`src/rtl/reg_drp_multi.sv`:
```
// Register-bus bridge to the DRP ports of up to eight MMCM/PLL primitives, with launch FSM, status and hang timeout.
// Define DRP_RMW_EN to add the mask register and hardware read-modify-write.
module reg_drp_multi #(
  parameter int unsigned pBYTECNT_SIZE = 7,
  parameter int unsigned pCHANNELS     = 2,
  parameter int unsigned pTIMEOUT      = 255,
  parameter int unsigned pDRP_ADDR     = 0,
  parameter int unsigned pDRP_DATA     = 1,
  parameter int unsigned pDRP_CHAN     = 2,
  parameter int unsigned pDRP_STATUS   = 3,
  parameter int unsigned pDRP_MASK     = 4
) (
  input  logic                       clk_usb,
  input  logic                       reset_n,
  input  logic [7:0]                 reg_address,
  input  logic [pBYTECNT_SIZE-1:0]   reg_bytecnt,
  input  logic [7:0]                 reg_datai,
  output logic [7:0]                 reg_datao,
  input  logic                       reg_read,
  input  logic                       reg_write,
  output logic [6:0]                 drp_addr,
  output logic [15:0]                drp_din,
  output logic [pCHANNELS-1:0]       drp_den,
  output logic                       drp_dwe,
  input  logic [16*pCHANNELS-1:0]    drp_dout,
  input  logic [pCHANNELS-1:0]       drp_drdy
);

  localparam int unsigned LP_CNT_W = 16;
  localparam logic [7:0] LP_A_ADDR   = 8'(pDRP_ADDR);
  localparam logic [7:0] LP_A_DATA   = 8'(pDRP_DATA);
  localparam logic [7:0] LP_A_CHAN   = 8'(pDRP_CHAN);
  localparam logic [7:0] LP_A_STATUS = 8'(pDRP_STATUS);
  localparam logic [LP_CNT_W-1:0] LP_TO_LAST = LP_CNT_W'(pTIMEOUT - 1);
  localparam logic [pBYTECNT_SIZE-1:0] LP_BC0 = '0;
  localparam logic [pBYTECNT_SIZE-1:0] LP_BC1 = pBYTECNT_SIZE'(1);

  typedef enum logic [1:0] {ST_IDLE, ST_REQ, ST_WAIT} state_t;

  state_t                r_state;
  logic [7:0]            r_datao;
  logic [6:0]            r_drp_addr;
  logic [15:0]           r_din;
  logic [pCHANNELS-1:0]  r_den;
  logic                  r_dwe;
  logic [15:0]           r_wdata;
  logic [15:0]           r_rdata;
  logic [2:0]            r_chan;
  logic [2:0]            r_cur_chan;
  logic                  r_op_wr;
  logic                  r_phase_wr;
  logic [LP_CNT_W-1:0]   r_cnt;
  logic                  r_done;
  logic                  r_timeout;
  logic                  r_overrun;
  logic                  r_badchan;
`ifdef DRP_RMW_EN
  localparam logic [7:0] LP_A_MASK = 8'(pDRP_MASK);
  logic [15:0]           r_mask;
  logic                  r_rmw;
`endif

  logic                  w_bc0;
  logic                  w_bc1;
  logic                  w_launch;
  logic                  w_busy;
  logic                  w_chan_ok;
  logic                  w_rmw_start;
  logic [7:0]            w_oh8;
  logic [7:0]            w_cur_oh8;
  logic [7:0]            w_drdy8;
  logic                  w_drdy_sel;
  logic [15:0]           w_dout_arr [8];
  logic [15:0]           w_dout_sel;
  logic [7:0]            w_rd_mux;

  // Zero-pad the per-channel DRP inputs to eight entries so channel muxing is width-independent
  for (genvar c = 0; c < 8; c++) begin : g_pad
    if (c < pCHANNELS) begin : g_on
      assign w_dout_arr[c] = drp_dout[16*c +: 16];
    end else begin : g_off
      assign w_dout_arr[c] = 16'h0000;
    end
  end

  assign w_drdy8    = 8'(drp_drdy);
  assign w_drdy_sel = w_drdy8[r_cur_chan];
  assign w_dout_sel = w_dout_arr[r_cur_chan];
  assign w_oh8      = 8'(1) << r_chan;
  assign w_cur_oh8  = 8'(1) << r_cur_chan;

  assign w_bc0     = (reg_bytecnt == LP_BC0);
  assign w_bc1     = (reg_bytecnt == LP_BC1);
  assign w_launch  = reg_write && (reg_address == LP_A_ADDR) && w_bc0;
  assign w_busy    = (r_state != ST_IDLE);
  assign w_chan_ok = ({1'b0, r_chan} < 4'(pCHANNELS));

`ifdef DRP_RMW_EN
  assign w_rmw_start = reg_datai[7] && (r_mask != 16'h0000);
`else
  assign w_rmw_start = 1'b0;
`endif

  // Register read mux; sampled into reg_datao only while reg_read is high
  always_comb begin
    w_rd_mux = 8'h00;
    if (reg_address == LP_A_ADDR) begin
      w_rd_mux = {r_op_wr, r_drp_addr};
    end else if (reg_address == LP_A_DATA) begin
      if (w_bc0)      w_rd_mux = r_rdata[7:0];
      else if (w_bc1) w_rd_mux = r_rdata[15:8];
    end else if (reg_address == LP_A_CHAN) begin
      w_rd_mux = {5'b00000, r_chan};
    end else if (reg_address == LP_A_STATUS) begin
      w_rd_mux = {3'b000, r_badchan, r_overrun, r_timeout, r_done, w_busy};
`ifdef DRP_RMW_EN
    end else if (reg_address == LP_A_MASK) begin
      if (w_bc0)      w_rd_mux = r_mask[7:0];
      else if (w_bc1) w_rd_mux = r_mask[15:8];
`endif
    end
  end

  always_ff @(posedge clk_usb) begin
    if (!reset_n) begin
      r_state    <= ST_IDLE;
      r_datao    <= 8'h00;
      r_drp_addr <= 7'h00;
      r_din      <= 16'h0000;
      r_den      <= '0;
      r_dwe      <= 1'b0;
      r_wdata    <= 16'h0000;
      r_rdata    <= 16'h0000;
      r_chan     <= 3'd0;
      r_cur_chan <= 3'd0;
      r_op_wr    <= 1'b0;
      r_phase_wr <= 1'b0;
      r_cnt      <= '0;
      r_done     <= 1'b0;
      r_timeout  <= 1'b0;
      r_overrun  <= 1'b0;
      r_badchan  <= 1'b0;
`ifdef DRP_RMW_EN
      r_mask     <= 16'h0000;
      r_rmw      <= 1'b0;
`endif
    end else begin
      r_datao <= reg_read ? w_rd_mux : 8'h00;
      r_den   <= '0;
      r_dwe   <= 1'b0;

      // Status clear comes first so FSM events in the same cycle still register
      if (reg_write && (reg_address == LP_A_STATUS)) begin
        r_done    <= 1'b0;
        r_timeout <= 1'b0;
        r_overrun <= 1'b0;
        r_badchan <= 1'b0;
      end
      if (reg_write && (reg_address == LP_A_DATA)) begin
        if (w_bc0)      r_wdata[7:0]  <= reg_datai;
        else if (w_bc1) r_wdata[15:8] <= reg_datai;
      end
`ifdef DRP_RMW_EN
      if (reg_write && (reg_address == LP_A_MASK)) begin
        if (w_bc0)      r_mask[7:0]  <= reg_datai;
        else if (w_bc1) r_mask[15:8] <= reg_datai;
      end
`endif
      if (reg_write && (reg_address == LP_A_CHAN) && w_bc0) begin
        r_chan <= reg_datai[2:0];
      end

      if (w_launch) begin
        if (w_busy) begin
          r_overrun <= 1'b1;
        end else if (!w_chan_ok) begin
          r_badchan <= 1'b1;
        end else begin
          r_done     <= 1'b0;
          r_timeout  <= 1'b0;
          r_badchan  <= 1'b0;
          r_drp_addr <= reg_datai[6:0];
          r_op_wr    <= reg_datai[7];
          r_cur_chan <= r_chan;
          r_den      <= w_oh8[pCHANNELS-1:0];
          r_dwe      <= reg_datai[7] && !w_rmw_start;
          r_phase_wr <= reg_datai[7] && !w_rmw_start;
          r_din      <= r_wdata;
`ifdef DRP_RMW_EN
          r_rmw      <= w_rmw_start;
`endif
          r_state    <= ST_REQ;
        end
      end

      case (r_state)
        ST_REQ: begin
          r_cnt   <= '0;
          r_state <= ST_WAIT;
        end
        ST_WAIT: begin
          if (w_drdy_sel) begin
            if (!r_phase_wr) r_rdata <= w_dout_sel;
`ifdef DRP_RMW_EN
            // Read phase of RMW: merge fresh read data and issue the write phase
            if (r_rmw && !r_phase_wr) begin
              r_den      <= w_cur_oh8[pCHANNELS-1:0];
              r_dwe      <= 1'b1;
              r_phase_wr <= 1'b1;
              r_din      <= (w_dout_sel & ~r_mask) | (r_wdata & r_mask);
              r_state    <= ST_REQ;
            end else begin
              r_done  <= 1'b1;
              r_state <= ST_IDLE;
            end
`else
            r_done  <= 1'b1;
            r_state <= ST_IDLE;
`endif
          end else if (r_cnt == LP_TO_LAST) begin
            r_timeout <= 1'b1;
            r_state   <= ST_IDLE;
          end else begin
            r_cnt <= r_cnt + LP_CNT_W'(1);
          end
        end
        default: ;
      endcase
    end
  end

  assign reg_datao = r_datao;
  assign drp_addr  = r_drp_addr;
  assign drp_din   = r_din;
  assign drp_den   = r_den;
  assign drp_dwe   = r_dwe;

endmodule
```
`config.mk`:
```
export PLATFORM = sky130hd
export DESIGN_NAME = reg_drp_multi
export DESIGN_NICKNAME = d
export VERILOG_FILES = /design/src/rtl/reg_drp_multi.sv
export SDC_FILE = /design/constraint.sdc
export NUM_CORES = 1
export LEC_CHECK = 0
export CAP_MARGIN = 10
export CORE_AREA = 2 2 174 108
export CTS_CLUSTER_DIAMETER = 120
export CTS_CLUSTER_SIZE = 30
export DETAILED_ROUTE_END_ITERATION = 10
export DIE_AREA = 0 0 176 110
export HOLD_SLACK_MARGIN = 0.05
export PLACE_DENSITY = 0.48
export REMOVE_ABC_BUFFERS = 1
export SYNTH_ARGS = -nofsm -noshare
export SYNTH_HDL_FRONTEND = slang
export SYNTH_SLANG_ARGS = --single-unit
```
`constraint.sdc`:
```
create_clock -name clk_usb -period 3.8 [get_ports clk_usb]
set_input_delay 0.76 -clock clk_usb [delete_from_list [all_inputs] [get_ports clk_usb]]
set_output_delay 0.76 -clock clk_usb [all_outputs]
set_load 0.03 [all_outputs]
```
==> results.txt, run 1 <==
Status - finished, final reports clean
Worst path arrival time - 3210 ps
Total number of placement rows - 38
Fraction of layout cells with a size suffix above 1 - 8.58%
Final Setup Violations - 0
CP max stage cell - nor4_1
Tcrit/Tclk final - 78.1%
Crit path time final - 2970 ps
CTS tree - yes
Storage cell area - 1900 um2
1st-iter DRT viols - 141
RR Startpoint - r_cur_chan[1]$_SDFFE_PN0P_
NumNets Final - 609
Drt wl/cell - 14.8 um
DRT Wirelength - 11,600 um
Clock buffer depth - 2
Post-Route Setup TNS - 0 ps
MaxCap Viol Count - 0
Root Buffer - clkbuf_16
Port Buf Inserts - 94
Total gr overflow - 0
Largest net degree at the start of global routing - 54
Worst-margin pin slew - 602 ps
Buf/Inv on CP - 2
Area growth syn-to-layout - 33.4%
Clock transition at path regs - 70 ps
Filler cells - 1,822
Final Hold Vio Count - 0
Startpoint Class - input pin
Fmax - 337 MHz
N_diodes - 0
Delay-heaviest family, CP - simple AND/OR/NAND/NOR gates
Most frequent cells in the layout - dfxtp_1 (95), clkdlybuf4s50_1 (93), mux2i_1 (55)
Initial antenna violation count - 0
Clock Sink Count - 95
CTS buffer count - 9
Post-CTS Setup Inserts - 0
Final Skew - 8.23 ps
Slew headroom - 58.8%
Power per cell area - 356 nW/um2
Ys flop type - dfxtp_1
Critical Path, Cell by Cell - clkdlybuf4s50_1 -> nor4_1 -> nand4_2 -> nor2_4 -> buf_4 -> o21ai_0 -> and2_1
Leak - 0.00182 uW
RSZ-0062 raised after global routing - false
First-pass GRT wire length - 18,100 um
I/O Pins - 95
Kind of end point of the critical path - flop
Initial Util - 24.6%
Post-synth EDFFs - 0
DRT Pass-1 Iters - 4
Total track usage - 12.3%
Clock Latency Late Sink - 350 ps
Die H - 110 um
Post-CTS sizing - 0
Post-synthesis sequential area ratio - 43.6%
Yosys warns - 0
CP Class - input pin to flop
Vias in the first global route - 3,401
Vias/cell - 4.44
Routed Antenna Nets - 0
Worst Path Max Fanout - 33
Die Wd - 176 um
Worst Path Required - 4040 ps
Mean cell area of the mapped netlist - 9.48 um2
RePlAce Congestion - 0.799
Multi-input logic area - 2300 um2
Post-synth ARST share - 0%
Post-DP HPWL - 8660 um
Peak VDD IR - 0.198 mV
Worst hold path class - flop to flop
Pins Over Slew Limit - 0
Drt drc - 0
H-tree depth - 3
Vias - 3,499
CP startpoint - reg_bytecnt[5]
Area of the core - 17,700 um2
Mapped cell area - 4360 um2
Core Util, Final - 32.8%
Commonest non-fill, non-tap cell in the layout - dfxtp_1
Count of cell types in the netlist - 49
Die area - 19,400 um2
CTS Hold Bufs - 0
Yosys reg bits - 95
Mapped Cells - 460
CP max stage delay - 550 ps
Min-delay src - r_wdata[15]$_SDFFE_PN0P_
## logic make-up (layout without fill, tap and decap cells)
kind of cell,after synthesis,after routing,synth area share [%]
buffers and inverters,33,121,3.64
xor gates and xnor gates,12,12,2.41
and+or+nand+nor,189,189,26.0
adders and majority gates,5,5,1.43
AOI/OAI and AO/OA,69,69,9.81
DFF,95,95,43.6
muxes,57,57,13.1
## layout make-up
class,count,area share (%)
timing repair buffer,100,16.9
sequential,95,32.7
inverter,5,0.323
clock buffer,10,4.11
tap,240,5.16
clock inverter,6,1.29
multi-input combinational,332,39.6
## routing by layer
layer / vias to the layer above / track usage, % / wire length [um]
met5: - / 0 / 0
li1: 1774 / - / -
met1: 1657 / 16.0 / 5720
met4: 0 / 2.83 / 90
met2: 61 / 20.1 / 5210
met3: 7 / 3.98 / 603
## worst paths after layout
kind                               to  slack, ps  cells after the start
max reg2reg   r_rdata[0]$_SDFFE_PN0P_       1680                      6
min reg2reg  r_wdata[15]$_SDFFE_PN0P_        460                      2
min          r_wdata[15]$_SDFFE_PN0P_        460                      2
max                 r_done$_SDFF_PN0_        830                      7
## stage by stage
stage	hold slack (ps)	instances	area, um2	setup slack, ps	power [uW]
3_5_place_dp	449	772	5500	368	1140
4_1_cts	461	788	5820	740	2100
6_report	460	788	5820	833	2070
2_1_floorplan	430	432	4220	1180	1050
3_3_place_gp	446	772	5500	383	1140
5_1_grt	478	788	5820	595	2150
## flip-flops by register name (all words and copies together) (netlist names), 3 cells and up
| signal | count |
|---|---|
| r_cur_chan | 3 |
| reg_datao | 8 |
| r_rdata | 16 |
| r_chan | 3 |
| drp_din | 16 |
| r_wdata | 16 |
| drp_addr | 7 |
| r_cnt | 16 |
## report_power, final
| part | leakage [uW] | internal (uW) | switching (uW) |
|---|---|---|---|
| Clock | 0.000152 | 539 | 414 |
| Sequential | 0.000765 | 995 | 0.00681 |
| Combinational | 0.000905 | 71.1 | 50.9 |
| Total | 0.00182 | 1600 | 465 |
## worst register-to-register path: stages (launching register included)
cell and delay, ps:
dfxtp_1 310, or2_2 530, or4b_1 550, buf_4 260, nor3_1 230, a21oi_1 60, nor2b_1 110
## cells in the mapped netlist (all sizes together) (3+ instances only)
| cell type | n | share of area (%) |
|---|---|---|
| xnor2 | 7 | 1.4 |
| or3 | 4 | 0.57 |
| a2bb2oi | 3 | 0.60 |
| a21boi | 9 | 1.5 |
| a22oi | 4 | 0.69 |
| nor3b | 3 | 0.63 |
| dfxtp | 95 | 44 |
| nor3 | 22 | 4.1 |
| nand3 | 19 | 2.2 |
| nor2 | 30 | 2.9 |
| buf | 11 | 1.7 |
| clkbuf | 17 | 1.5 |
| and2 | 4 | 0.57 |
| nand2b | 3 | 0.43 |
| mux2i | 55 | 13 |
| nor2b | 47 | 6.7 |
| o211ai | 3 | 0.52 |
| inv | 5 | 0.43 |
| and4 | 4 | 0.80 |
| ha | 5 | 1.4 |
| o21ai | 22 | 2.5 |
| o22a | 4 | 0.80 |
| nand2 | 32 | 2.8 |
| xor2 | 5 | 1.0 |
| nand4 | 5 | 0.86 |
| nor4 | 6 | 1.3 |
| a21oi | 19 | 2.2 |
No activity file was read; power rests on OpenSTA's default activity.
==> run 2, diff against run 1 <==
- clock period: 3.8 -> 2.83 ns (I/O delays scaled with it)
==> results.txt, run 2 (same netlist as run 1, synthesis figures left out) <==
Total track usage - 12.4% (+0.11 points)
Initial antenna violation count - 1 (+1)
NumNets Final - 616 (+1.1%)
I/O Pins - 95 (unchanged)
RePlAce Congestion - 0.819 (+2.5%)
Total number of placement rows - 38 (unchanged)
CP Class - input pin to flop
DRT Wirelength - 11,900 um (+2.2%)
Drt wl/cell - 14.9 um (+1.2%)
H-tree depth - 3 (unchanged)
Multi-input logic area - 2300 um2 (unchanged)
Slew headroom - 63.5% (+4.7 points)
Fraction of layout cells with a size suffix above 1 - 9.73% (+1.2 points)
Vias/cell - 4.43 (-0.13%)
1st-iter DRT viols - 186 (+32%)
Kind of end point of the critical path - flop
Post-CTS sizing - 0 (unchanged)
Pint - 2240 uW (+39%)
Worst path arrival time - 2620 ps (-590 ps)
Clock share of power - 47.0% (+1.0 points)
Area of the core - 17,700 um2 (unchanged)
Filler cells - 1,826 (+0.22%)
First-pass GRT wire length - 18,500 um (+2.3%)
Critical Path, Cell by Cell - clkdlybuf4s50_1 -> nor4_1 -> nand4_2 -> buf_4 -> nor3b_2 -> mux2i_1 -> nor2b_1
Crit path time final - 2390 ps
MaxCap Viol Count - 0 (unchanged)
Initial Util - 24.6% (unchanged)
Clock Latency Late Sink - 340 ps (about the same)
Most frequent cells in the layout - dfxtp_1 (95), clkdlybuf4s50_1 (93), mux2i_1 (55)
Startpoint Class - input pin
Die Wd - 176 um (unchanged)
Post-Route Setup TNS - 0 ps (unchanged)
Area growth syn-to-layout - 35.6%
Worst-margin pin slew - 545 ps (-57.0 ps)
Drt drc - 0 (unchanged)
Commonest non-fill, non-tap cell in the layout - dfxtp_1
Root Buffer - clkbuf_16
Sw Share - 21.1% (-1.3 points)
Total gr overflow - 0 (unchanged)
CP max stage delay - 450 ps (-100 ps)
Post-CTS Setup Inserts - 0 (unchanged)
Buf/Inv on CP - 2 (unchanged)
Comb pwr share - 5.9% (about the same)
Status - finished, final reports clean
CTS buffer count - 9 (unchanged)
Storage cell area - 1900 um2 (unchanged)
Port Buf Inserts - 94 (unchanged)
Post-DP HPWL - 8940 um (+3.2%)
Final WS setup - 443 ps (-391 ps)
Die H - 110 um (unchanged)
Final Skew - 8.34 ps (+0.111 ps)
Vias - 3,530 (+0.89%)
Leak - 0.00186 uW (+2.2%)
Fmax - 419 MHz
Die area - 19,400 um2 (unchanged)
RSZ-0062 raised after global routing - false
Vias in the first global route - 3,508 (+3.1%)
Clock buffer depth - 2 (unchanged)
Seq pwr share - 47.1% (-1.0 points)
Worst Path Required - 3060 ps (-980 ps)
Routed Antenna Nets - 0 (unchanged)
Power per cell area - 480 nW/um2 (+35%)
Final Setup Violations - 0 (unchanged)
Largest net degree at the start of global routing - 52 (-3.7%)
DRT Pass-1 Iters - 4 (unchanged)
Clock transition at path regs - 70 ps (about the same)
Worst Path Max Fanout - 9 (-73%)
Clock Sink Count - 95 (unchanged)
Final Hold Vio Count - 0 (unchanged)
Delay-heaviest family, CP - simple AND/OR/NAND/NOR gates
Pins Over Slew Limit - 0 (unchanged)
Worst hold path class - flop to flop
Tcrit/Tclk final - 84.4%
CTS tree - yes
Psw - 600 uW (+29%)
Peak VDD IR - 0.263 mV (+33%)
CTS Hold Bufs - 0 (unchanged)
CP max stage cell - nor4_1
DP Worst Slack - 53.6 ps (-314 ps)
==> run 2: changes by cell type in the layout (fill, tap and decap cells not counted), sizes merged <==
cell	change
buf	+7
clkinvlp	+2
inv	-2
bufinv	+1
clkinv	-1
diode	+1
==> run 2: path summary, 6_finish.rpt <==
kind / start / endpoint / slack [ps] / cells past startpoint
setup / recovery: reg_bytecnt[4] / r_chan[1]$_SDFFE_PN0P_ / 440 / 7
hold / removal: r_wdata[13]$_SDFFE_PN0P_ / r_wdata[13]$_SDFFE_PN0P_ / 470 / 2
setup reg to reg: r_cnt[1]$_SDFFE_PN0P_ / r_cnt[1]$_SDFFE_PN0P_ / 860 / 6
hold reg to reg: r_wdata[13]$_SDFFE_PN0P_ / r_wdata[13]$_SDFFE_PN0P_ / 470 / 2
==> run 2: worst min-delay path, cell delays in order, from the launching register on <==
cell and delay (ps):
dfxtp_1 310, nand2_1 50, o21ai_0 60
==> run 2: cell type report <==
type | count | area share (%)
Inverter | 5 | 0.317
Clock inverter | 6 | 1.54
Multi-Input combinational cell | 332 | 38.9
Tap cell | 240 | 5.08
Timing Repair Buffer | 107 | 17.9
Clock buffer | 10 | 4.04
Antenna cell | 1 | 0.0423
Sequential cell | 95 | 32.2
==> run 2: routing by layer <==
metal / vias up / wire (um) / GRT usage [%]
met1: 1673 / 6010 / 16.8
met4: 0 / 99 / 3.72
met3: 9 / 534 / 3.36
met2: 62 / 5240 / 19.4
li1: 1786 / - / -
met5: - / 0 / 0
==> run 2: power groups by stage <==
| stage | clock, uW | sequential [uW] | combinational (uW) |
|---|---|---|---|
| after CTS | 1370 | 1340 | 171 |
| after global placement | 0 | 1370 | 169 |
| final | 1330 | 1340 | 169 |
| after detailed placement | 0 | 1370 | 170 |
| after global routing | 1440 | 1340 | 179 |
| after floorplan | 0 | 1370 | 37.9 |
==> run 2: stage by stage <==
step	cells	hold WS, ps	cell area (um2)	utilization [%]	total power (uW)
after global placement	779	447	5580	31.5	1540
after floorplan	432	430	4220	-	1400
after detailed placement	779	461	5580	31.5	1540
after global routing	796	471	5910	33.3	2960
after CTS	795	467	5910	33.3	2880
final	796	467	5910	33.3	2840
==> run 3, diff against run 2 <==
- clock period: 2.83 -> 2.2 ns (I/O delays scaled with it)
==> results.txt, run 3 (same netlist as run 1, synthesis figures left out) <==
Status - finished, final reports clean
Worst Path Max Fanout - 6 (-3)
Initial Util - 24.6% (unchanged)
Clock transition at path regs - 70 ps (about the same)
Clock Latency Late Sink - 340 ps (about the same)
Post-DP HPWL - 8860 um (-0.91%)
Die area - 19,400 um2 (unchanged)
Startpoint Class - input pin
DRT Pass-1 Iters - 6 (+2)
Delay-heaviest family, CP - buffers and inverters
Fmax - 491 MHz
Die H - 110 um (unchanged)
Pins Over Slew Limit - 0 (unchanged)
Drt drc - 0 (unchanged)
Slew headroom - 63.0% (-0.53 points)
First-pass GRT wire length - 18,600 um (+0.52%)
Core Util, Final - 34.1% (+0.79 points)
Finished Cell Area - 6050 um2 (+2.4%)
Post-CTS Setup Inserts - 0 (unchanged)
Vias in the first global route - 3,445 (-1.8%)
CP max stage delay - 410 ps (-40 ps)
Final Hold Vio Count - 0 (unchanged)
R2R Setup Slk - 340 ps (-520 ps)
Total track usage - 12.6% (+0.17 points)
CP max stage cell - clkdlybuf4s50_1
Area growth syn-to-layout - 38.8%
CTS tree - yes
Clock buffer depth - 2 (unchanged)
Peak VDD IR - 0.368 mV (+40%)
NumNets Final - 632 (+2.6%)
Most frequent cell on the critical path - buf_4
DRT Wirelength - 11,900 um (+0.22%)
I/O Pins - 95 (unchanged)
RR Startpoint - r_cnt[1]$_SDFFE_PN0P_
Leak - 0.00195 uW (+4.8%)
Final Skew - 6.53 ps (-1.82 ps)
CTS buffer count - 9 (unchanged)
Worst Path Required - 2440 ps (-620 ps)
Min-delay src - r_wdata[13]$_SDFFE_PN0P_
Initial antenna violation count - 0 (-1)
Clock Sink Count - 95 (unchanged)
Crit path time final - 2040 ps
Commonest non-fill, non-tap cell in the layout - dfxtp_1
RePlAce Congestion - 0.772 (-5.7%)
MaxCap Viol Count - 0 (unchanged)
Die Wd - 176 um (unchanged)
Worst r2r path cells - 6 (unchanged)
Final Setup Violations - 0 (unchanged)
Total power - 3550 uW (+25%)
Post-Route Setup TNS - 0 ps (unchanged)
Routed Antenna Nets - 0 (unchanged)
Total gr overflow - 0 (unchanged)
Buf/Inv on CP - 5 (+3)
H-tree depth - 3 (unchanged)
CP Class - input pin to flop
Hold Path End - r_wdata[13]$_SDFFE_PN0P_
Placed Cells - 795 (+2.1%)
Worst path arrival time - 2270 ps (-350 ps)
N_diodes - 0 (-1)
Fraction of layout cells with a size suffix above 1 - 12.4% (+2.7 points)
1st-iter DRT viols - 282 (+52%)
Power per cell area - 587 nW/um2 (+22%)
Worst reg2reg endpoint - r_cnt[6]$_SDFFE_PN0P_
Multi-input logic area - 2310 um2 (+0.27%)
Drt wl/cell - 14.7 um (-1.6%)
Most frequent cells in the layout - dfxtp_1 (95), clkdlybuf4s50_1 (93), mux2i_1 (55)
Largest net degree at the start of global routing - 58 (+12%)
Kind of end point of the critical path - flop
CTS Hold Bufs - 0 (unchanged)
Root Buffer - clkbuf_16
Finished Layout Cells - 811 (+1.9%)
Area of the core - 17,700 um2 (unchanged)
Worst-margin pin slew - 553 ps (+7.97 ps)
Post-CTS sizing - 0 (unchanged)
Tcrit/Tclk final - 92.5%
Worst hold path class - flop to flop
Storage cell area - 1900 um2 (unchanged)
RSZ-0062 raised after global routing - false
Total number of placement rows - 38 (unchanged)
Critical Path, Cell by Cell - clkdlybuf4s50_1 -> nor4_2 -> buf_4 -> nand4_2 -> buf_4 -> buf_4 -> nor3b_2 -> buf_4 -> mux2i_1 -> nor2b_1
Filler cells - 1,798 (-1.5%)
Vias/cell - 4.37 (-1.4%)
Worst hold path depth - 2 (unchanged)
Post-DP Area - 5740 um2 (+2.8%)
Vias - 3,545 (+0.42%)
Port Buf Inserts - 94 (unchanged)
[run 3: cell type report]
class,instances,share of cell area [%]
Clock buffer,11,4.17
Tap cell,240,4.96
Sequential cell,95,31.4
Inverter,5,0.310
Timing Repair Buffer,123,20.1
Multi-Input combinational cell,332,38.1
Clock inverter,5,0.930
[run 3: how the worst max path moves through the flow]
stage                     slack [ps]                        from                 endpoint  cells past startpoint
after global placement          -230              reg_bytecnt[4]  reg_datao[1]$_SDFF_PN0_                      7
after global routing              80              reg_address[7]   r_chan[2]$_SDFFE_PN0P_                     10
after floorplan                 -420  r_cur_chan[0]$_SDFFE_PN0P_  r_rdata[0]$_SDFFE_PN0P_                      5
after CTS                        130              reg_bytecnt[4]  reg_datao[1]$_SDFF_PN0_                      7
after detailed placement        -220              reg_bytecnt[4]  reg_datao[4]$_SDFF_PN0_                      7
final                            160              reg_address[7]   r_chan[1]$_SDFFE_PN0P_                     10
[run 3: power breakdown]
group          total [uW]  switching [uW]  internal [uW]
clock                1610             670            941
sequential           1720          0.0196           1720
combinational         223            90.7            133
total                3550             761           2790
[run 3: tightest hold or removal path, cell delays in order (launching register included)]
cell and delay (ps):
dfxtp_1 310, nand2_1 50, o21ai_0 50
[run 3: routing by layer]
metal	wire, um	global-route usage, %
met1	6060	17.4
met5	0	0
met2	5140	19.5
met3	610	3.46
met4	104	3.19
[run 3: per-stage QoR]
| stage | hold slack (ps) | setup WS, ps |
|---|---|---|
| final | 458 | 164 |
| after floorplan | 430 | -416 |
| after global routing | 451 | 81.2 |
| after CTS | 447 | 129 |
| after global placement | 448 | -226 |
| after detailed placement | 452 | -218 |
